<file path="config.mk">
export PLATFORM = sky130hd
export DESIGN_NAME = divider_5
export DESIGN_NICKNAME = d
export VERILOG_FILES = /design/src/rtl/divider_5_pkg.sv /design/src/rtl/div_step_5.sv /design/src/rtl/divider_5.sv
export SDC_FILE = /design/constraint.sdc
export NUM_CORES = 1
export LEC_CHECK = 0
export BUFFER_PORTS_ARGS = -buffer_cell sky130_fd_sc_hd__buf_2
export CAP_MARGIN = 20
export CORE_MARGIN = 2
export CORE_UTILIZATION = 40
export CTS_CLUSTER_DIAMETER = 120
export DETAILED_ROUTE_END_ITERATION = 6
export GPL_ROUTABILITY_DRIVEN = 0
export PLACE_DENSITY_LB_ADDON = 0.1
export SYNTH_ARGS = -nofsm -noshare
export SYNTH_HDL_FRONTEND = slang
export SYNTH_HIERARCHICAL = 1
export SYNTH_SLANG_ARGS = --single-unit
</file>
<file path="constraint.sdc">
create_clock -name clk -period 1.99 [get_ports clk]
set_input_delay 0.398 -clock clk [delete_from_list [all_inputs] [get_ports clk]]
set_output_delay 0.398 -clock clk [all_outputs]
set_load 0.05 [all_outputs]
</file>
<file path="src/rtl/divider_5_pkg.sv">
// Shared types and constants for the divider_5 sign-magnitude divider.
// The default widths match the 9x9 multiply path it inverts.
package divider_5_pkg;

  localparam int NUM_MAG_DEF = 16;
  localparam int DEN_MAG_DEF = 8;
  localparam int CNT_W       = 4;

  // Quotient magnitude reported for a zero divisor.
  localparam logic [15:0] SAT_MAG = 16'hFFFF;

  typedef enum logic [1:0] {
    IDLE = 2'd0,
    CALC = 2'd1,
    DONE = 2'd2
  } state_t;

endpackage

</file>
<file path="src/rtl/div_step_5.sv">
// One combinational radix-2 restoring step: shift in a dividend bit,
// then subtract the divisor if it fits.
module div_step_5 #(
  parameter int DEN_MAG = 8
) (
  input  logic [DEN_MAG-1:0] partial_rem,
  input  logic               next_bit,
  input  logic [DEN_MAG-1:0] den_mag,
  output logic [DEN_MAG-1:0] new_rem,
  output logic               q_bit
);

  logic [DEN_MAG:0] trial;

  assign trial = {partial_rem, next_bit};
  assign q_bit = (trial >= {1'b0, den_mag});
  // When the subtraction happens the difference is below den_mag, so the
  // low bits alone produce it; the top bit of trial is not needed.
  assign new_rem = q_bit ? (trial[DEN_MAG-1:0] - den_mag) : trial[DEN_MAG-1:0];

endmodule

</file>
<file path="src/rtl/divider_5.sv">
// Sequential sign-magnitude divider: one quotient bit per clock, with a
// start/busy/rdy handshake and divide-by-zero saturation.
module divider_5
  import divider_5_pkg::*;
#(
  parameter int NUM_MAG = NUM_MAG_DEF,
  parameter int DEN_MAG = DEN_MAG_DEF
) (
  input  logic               clk,
  input  logic               rst,
  input  logic               start,
  input  logic [NUM_MAG:0]   dividend,
  input  logic [DEN_MAG:0]   divisor,
  output logic [NUM_MAG:0]   quotient,
  output logic [DEN_MAG:0]   remainder,
  output logic               busy,
  output logic               rdy,
  output logic               div_zero
);

  state_t               state_reg;
  logic [CNT_W-1:0]     cnt_reg;
  logic [NUM_MAG-1:0]   num_reg;
  logic [DEN_MAG-1:0]   den_reg;
  logic [DEN_MAG-1:0]   rem_reg;
  logic                 num_sign_reg;
  logic                 den_sign_reg;
  logic                 dz_reg;
  logic [NUM_MAG:0]     quotient_reg;
  logic [DEN_MAG:0]     remainder_reg;
  logic                 busy_reg;
  logic                 rdy_reg;
  logic                 div_zero_reg;

  logic [DEN_MAG-1:0]   step_rem;
  logic                 step_q;

  div_step_5 #(
    .DEN_MAG(DEN_MAG)
  ) u_step (
    .partial_rem(rem_reg),
    .next_bit   (num_reg[NUM_MAG-1]),
    .den_mag    (den_reg),
    .new_rem    (step_rem),
    .q_bit      (step_q)
  );

  always_ff @(posedge clk or posedge rst) begin
    if (rst) begin
      state_reg     <= IDLE;
      cnt_reg       <= '0;
      num_reg       <= '0;
      den_reg       <= '0;
      rem_reg       <= '0;
      num_sign_reg  <= 1'b0;
      den_sign_reg  <= 1'b0;
      dz_reg        <= 1'b0;
      quotient_reg  <= '0;
      remainder_reg <= '0;
      busy_reg      <= 1'b0;
      rdy_reg       <= 1'b0;
      div_zero_reg  <= 1'b0;
    end else begin
      rdy_reg <= 1'b0;
      case (state_reg)
        IDLE: begin
          if (start) begin
            num_reg      <= dividend[NUM_MAG-1:0];
            num_sign_reg <= dividend[NUM_MAG];
            den_reg      <= divisor[DEN_MAG-1:0];
            den_sign_reg <= divisor[DEN_MAG];
            dz_reg       <= (divisor[DEN_MAG-1:0] == '0);
            cnt_reg      <= CNT_W'(NUM_MAG - 1);
            rem_reg      <= '0;
            busy_reg     <= 1'b1;
            state_reg    <= CALC;
          end
        end
        CALC: begin
          // Dividend bits shift out the top while quotient bits fill the bottom.
          rem_reg <= step_rem;
          num_reg <= {num_reg[NUM_MAG-2:0], step_q};
          cnt_reg <= cnt_reg - 1'b1;
          if (cnt_reg == '0) begin
            state_reg <= DONE;
          end
        end
        DONE: begin
          rdy_reg      <= 1'b1;
          busy_reg     <= 1'b0;
          div_zero_reg <= dz_reg;
          state_reg    <= IDLE;
          if (dz_reg) begin
            quotient_reg  <= {1'b0, NUM_MAG'(SAT_MAG)};
            remainder_reg <= '0;
          end else begin
            // Zero magnitudes always carry a positive sign.
            quotient_reg  <= {(num_sign_reg ^ den_sign_reg) && (num_reg != '0), num_reg};
            remainder_reg <= {num_sign_reg && (rem_reg != '0), rem_reg};
          end
        end
        default: begin
          state_reg <= IDLE;
        end
      endcase
    end
  end

  assign quotient  = quotient_reg;
  assign remainder = remainder_reg;
  assign busy      = busy_reg;
  assign rdy       = rdy_reg;
  assign div_zero  = div_zero_reg;

endmodule

</file>
Word-level counts from Yosys, hierarchy flattened
Cells that the tools add are included.

Flip-flop bits (word level): 70. Logic and storage cells: 49.

Reductions and logical operators: 13. Equal/unequal tests: 4. Add/subtract/negate cells: 2. $lt $le $gt $ge: 1. Bitwise gates (word level): 1. Mux-type cells: 15.

Operator list (number): one-hot mux 16 bit (2 select lines) (1); two-way mux 17 bit (1); two-way mux 16 bit (1); two-way mux 8 bit (2); one-hot mux 8 bit (2 select lines) (1); nonzero test 16 bit (1); >= comparator 9 x 8 -> 1 bit (1); two-way mux 9 bit (1); zero test 8 bit (1); one-hot mux 4 bit (2 select lines) (1); AND reduction 2 bit (4); nonzero test 8 bit (1); subtractor 8 bit (1); zero test 4 bit (1); two-way mux 2 bit (2); two-way mux 4 bit (1); inequality test 2 bit (second input constant) (2); one-hot mux 2 bit (2 select lines) (1); nonzero test 2 bit (2); subtractor 4 x 1 -> 4 bit (second input constant) (1); equality test 2 x 1 -> 1 bit (second input constant) (1); equality test 2 bit (second input constant) (1); logical AND 1 bit (2); zero test 2 bit (1); other kinds (3) (4).

Logic depth before layout (Yosys ltp)
Depth in word-level cells: 3. Depth in mapped cells: 11. Depth with buffers taken out: 10.

Modules after synthesis
Netlist, hierarchy kept.

By module, submodules not included: divider_5 (area an instance 2887.8 sq um, instances 1, cells each 286, seq. area each 1751.7 sq um); div_step_5 (area an instance 539.3 sq um, instances 1, cells each 66, seq. area each 0.0 sq um).

Least setup slack after synthesis
OpenSTA, ideal clock, no wires.

Kind: flip-flop to flip-flop. Start: reg rem_reg[5]. End: reg rem_reg[7]. Path buffers: 1. Path slack: -0.171 ns. Stages on the path, launching flop included: 9. Data arrival time: 2.033 ns. Library setup time: 0.128 ns. Clock period less this slack: 2.161 ns. Cell sequence: dfrtp_1 -> ha_1 -> a21o_1 -> a2111oi_2 -> o21a_1 -> buf_6 -> mux2_4 -> nand2_1 -> o21ai_0.

Word-level cells in the longest chain between the ends: 3. Elaborated cells between the ends (all ways): 4. Those cells by class: add/sub (1); order compare (1); mux (2).

Ends and longest elaborated chain: from (decl) (RTL line divider_5.sv:25) `logic [DEN_MAG-1:0] rem_reg;`; from (signal assigned) (RTL line divider_5.sv:81) `rem_reg <= step_rem;`; subtractor 8 bit or >= comparator 9 x 8 -> 1 bit (tied branches) (RTL line div_step_5.sv:19, div_step_5.sv:16); two-way mux 8 bit (*) (RTL line div_step_5.sv:19) `assign new_rem = q_bit ? (trial[DEN_MAG-1:0] - den_mag) : trial[DEN_MAG-1:0];`; named net step_rem[7] (RTL line divider_5.sv:35) `logic [DEN_MAG-1:0] step_rem;`; one-hot mux 8 bit (2 select lines) (*) (RTL line divider_5.sv:65) `case (state_reg)`.

Mark *: on every way through the listed nets, which the timed path passes. The rest lies on a longest branch. A chain may end at the register's enable or synchronous reset.

Worst setup path in the final report
Start: reg den_reg[0]. End: reg rem_reg[6].

Word-level cells in the longest chain between the ends: 3. Elaborated cells between the ends (all ways): 4. Those cells by class: add/sub (1); order compare (1); mux (2).

Ends and longest elaborated chain: from (decl) (RTL line divider_5.sv:24) `logic [DEN_MAG-1:0] den_reg;`; from (signal assigned) (RTL line divider_5.sv:70) `den_reg <= divisor[DEN_MAG-1:0];`; subtractor 8 bit or >= comparator 9 x 8 -> 1 bit (tied branches) (RTL line div_step_5.sv:19, div_step_5.sv:16); two-way mux 8 bit (*) (RTL line div_step_5.sv:19); named net step_rem[6] (RTL line divider_5.sv:35); one-hot mux 8 bit (2 select lines) (*) (RTL line divider_5.sv:65).

Marks and branches as above.

==> key figures <==
Layout
  – Layout cell share with drive strength beyond 1: 0.367
  – Final design utilization: 0.533
  – Nets: 479
  – Final cell count without fillers: 549
  – Max reg flops: 17
  – Layout area overhead: 28.3%
  – Commonest non-fill, non-tap cells in the layout: 80 x nand2_1, 70 x dfrtp_1, 57 x buf_2, 33 x o21ai_0, 33 x buf_4
  – Commonest non-fill, non-tap cell in the layout: nand2_1
  – Antenna Cells: 0

Critical path
  – Critical path class: flip-flop to flip-flop
  – CP startpoint kind: flip-flop
  – Crit path max fanout: 3
  – Register-to-Register Path Depth: 9
  – CP arrival: 2310 ps
  – Worst path required time: 2210 ps
  – Worst setup EP type: flip-flop

Routing
  – Drt wl/cell: 14.9 µm
  – Via count of the routed design: 2791
  – DRC: 0
  – DR iter-0 viols: 72
  – TritonRoute pass-1 iters: 4
  – Post-DRT Antenna Nets: 0
  – Via-per-instance ratio: 5.08
  – Routed Wire Length: 8180 µm

Logic synthesis
  – Sequential area share after synthesis: 0.511
  – Netlist cell types: 44
  – Syn nets: 391
  – Post-synth design cell area: 3430 µm²
  – Synth Area in Compound Gates: 0.154
  – Post-synthesis mux area share: 0.0650
  – Mapped Avg Cell Area: 9.74 µm²
  – Synth Flop Type: dfrtp_1
  – Number of synthesized flops with an enable pin: 0
  – Seq cells post-synth: 70
  – Async set-reset flop share out of synthesis: 1.00
  – Post-Synthesis Cells: 352
  – Largest family of logic cells by synthesized area: simple AND/OR/NAND/NOR gates
  – Synth Area in Simple Gates: 0.167
  – Synth Warn #: 6
  – Post-Synth Adder-Cell Area: 0.0387
  – Xor/xnor share of the synthesized area: 0.0102

CTS
  – CTS sink count: 70
  – Num CTS Buffers: 9
  – Clock Latency Late Sink: 340 ps
  – CTS max path bufs: 2
  – CTS clk-pin slew, worst paths: 80 ps
  – Clk root buf: clkbuf_8
  – H-tree depth: 3
  – CTS tree: done

Power and ir drop
  – Logic pwr share: 0.607
  – Share of total power in the clock network: 0.113
  – Max IR drop VDD: 0.761 mV
  – Cell-internal power: 5.16 mW
  – Flop pwr share: 0.280
  – Leak pwr: 2.14 nW
  – Psw: 3.92 mW
  – Net Sw Frac: 0.432
  – Cell area power density: 2070 nW/µm²
  – Post-route total power: 9.09 mW

Global routing
  – First-pass GRT wire length: 13600 µm
  – Busiest grt layer: met2
  – GR Util met3: 0.0349
  – Pin count of the biggest net entering global routing: 36
  – M1 GR Usage: 0.279
  – Total Routing Usage GR: 0.194
  – Initial antenna violation count: 0
  – Grt ovf: 0
  – Vias in the first global route: 2769
  – Met2 Use GR: 0.289

Die
  – Initial Util: 0.415
  – Core ar.: 8260 µm²
  – # IOs: 58
  – Die Span X: 96.6 µm
  – Die H: 96.6 µm
  – Die area: 9320 µm²
  – Row count: 33

Worst hold path
  – Type of the tightest min-delay check: input pin to async pin

Timing
  – Peak Freq: 480 MHz
  – Post-layout min period: 2090 ps
  – Setup-failing EPs final: 8
  – Setup ws final: -95.0 ps
  – Slew of the pin with the lowest slew margin: 682 ps
  – Post-route clock period utilization: 1.05
  – Layout Skew: 9.92 ps
  – Slew Limit Fails: 0
  – Total negative slack: -507 ps
  – Rel. slew slack: 0.545
  – Final count of hold timing violations: 0
  – RSZ-0062 raised after global routing: true

Outcome
  – Outcome: complete, but fails checks
  – Failing checks: negative setup slack

Placement
  – Port bufs: 57
  – Dpl hpwl: 5820 µm
  – Dpl cells: 528

Run
  – Max-cap viol count: 0
-- kinds of logic (layout without fill, tap and decap cells) --
kind of cell / count (synthesis) / after routing
buf+inv: 38 / 130
compound gates: 80 / 80
mux: 18 / 18
xor+xnor: 4 / 4
simple gates: 132 / 132
flops: 70 / 70
fa+ha+maj: 10 / 10
-- area by class of cell --
type | instances | area [µm²]
fillers | 785 | 3860
flip-flops and latches | 70 | 1750
multi-input cells | 244 | 1650
repair buffers | 96 | 618
clock buffers | 10 | 138
well taps | 105 | 131
inverters | 19 | 75.1
clock inverters | 5 | 35.0
-- through the flow --
step	area, µm²	hold slack [ps]	setup slack, ps
after floorplan	3450	457	-85.4
after global placement	4030	460	-113
after detailed placement	4030	465	-165
after CTS	4380	110	-81.2
after global routing	4400	124	-179
final	4400	96.6	-95.0
-- worst max-delay path, cell delays in order, from the launching register on --
cell	delay [ps]
dfrtp_1	410
ha_4	180
fa_2	360
nor2b_2	130
o31a_1	180
nor4_1	70
a311o_1	270
mux2_4	270
nand2_2	60
o21ai_2	40
-- what timing repair did --
action	4_1_cts	5_1_grt
setup buffers	5	1
hold buffers	0	0
setup endpoints to repair	8	9
hold endpoints to repair	0	0
pin swaps	14	2
gates resized for setup	23	9
-- synthesized netlist by cell type, types with 4 or more instances --
library cell | n | share of area
nor2_1 | 21 | 0.023
mux2_2 | 10 | 0.033
nand2_1 | 82 | 0.090
a21oi_1 | 4 | 0.0058
xnor2_1 | 4 | 0.010
buf_2 | 10 | 0.015
nor3_1 | 6 | 0.0088
inv_1 | 18 | 0.020
nand2b_1 | 4 | 0.0073
mux2_4 | 6 | 0.026
o21ai_0 | 37 | 0.054
dfrtp_1 | 70 | 0.51
nor4_1 | 9 | 0.016
a22oi_1 | 16 | 0.035
ha_1 | 9 | 0.033
-- metal layers --
metal,part of all wire,wire [µm]
met5,0,0
met4,0.015,125
met3,0.035,285
met2,0.44,3630
met1,0.51,4140
-- path summary, 6_finish.rpt --
check                                   from      endpoint  slack [ps]
worst min register to register   quotient[3]   quotient[3]         470
min in group clk                dividend[12]   num_reg[12]         270
worst min-delay path                     rst  quotient[12]         100
worst max register to register    den_reg[0]    rem_reg[6]        -100
worst max-delay path              den_reg[0]    rem_reg[6]        -100
max in group asynchronous                rst    rem_reg[2]        1310
-- power by group through the flow --
stage	Sequential, mW	Combinational (mW)	Clock [mW]
after floorplan	3.15	2.87	0
after global placement	2.52	4.80	0
after detailed placement	2.54	4.84	0
after CTS	2.55	5.39	1.05
after global routing	2.64	6.07	1.12
final	2.55	5.51	1.02
(Power assumes the default switching activity.)
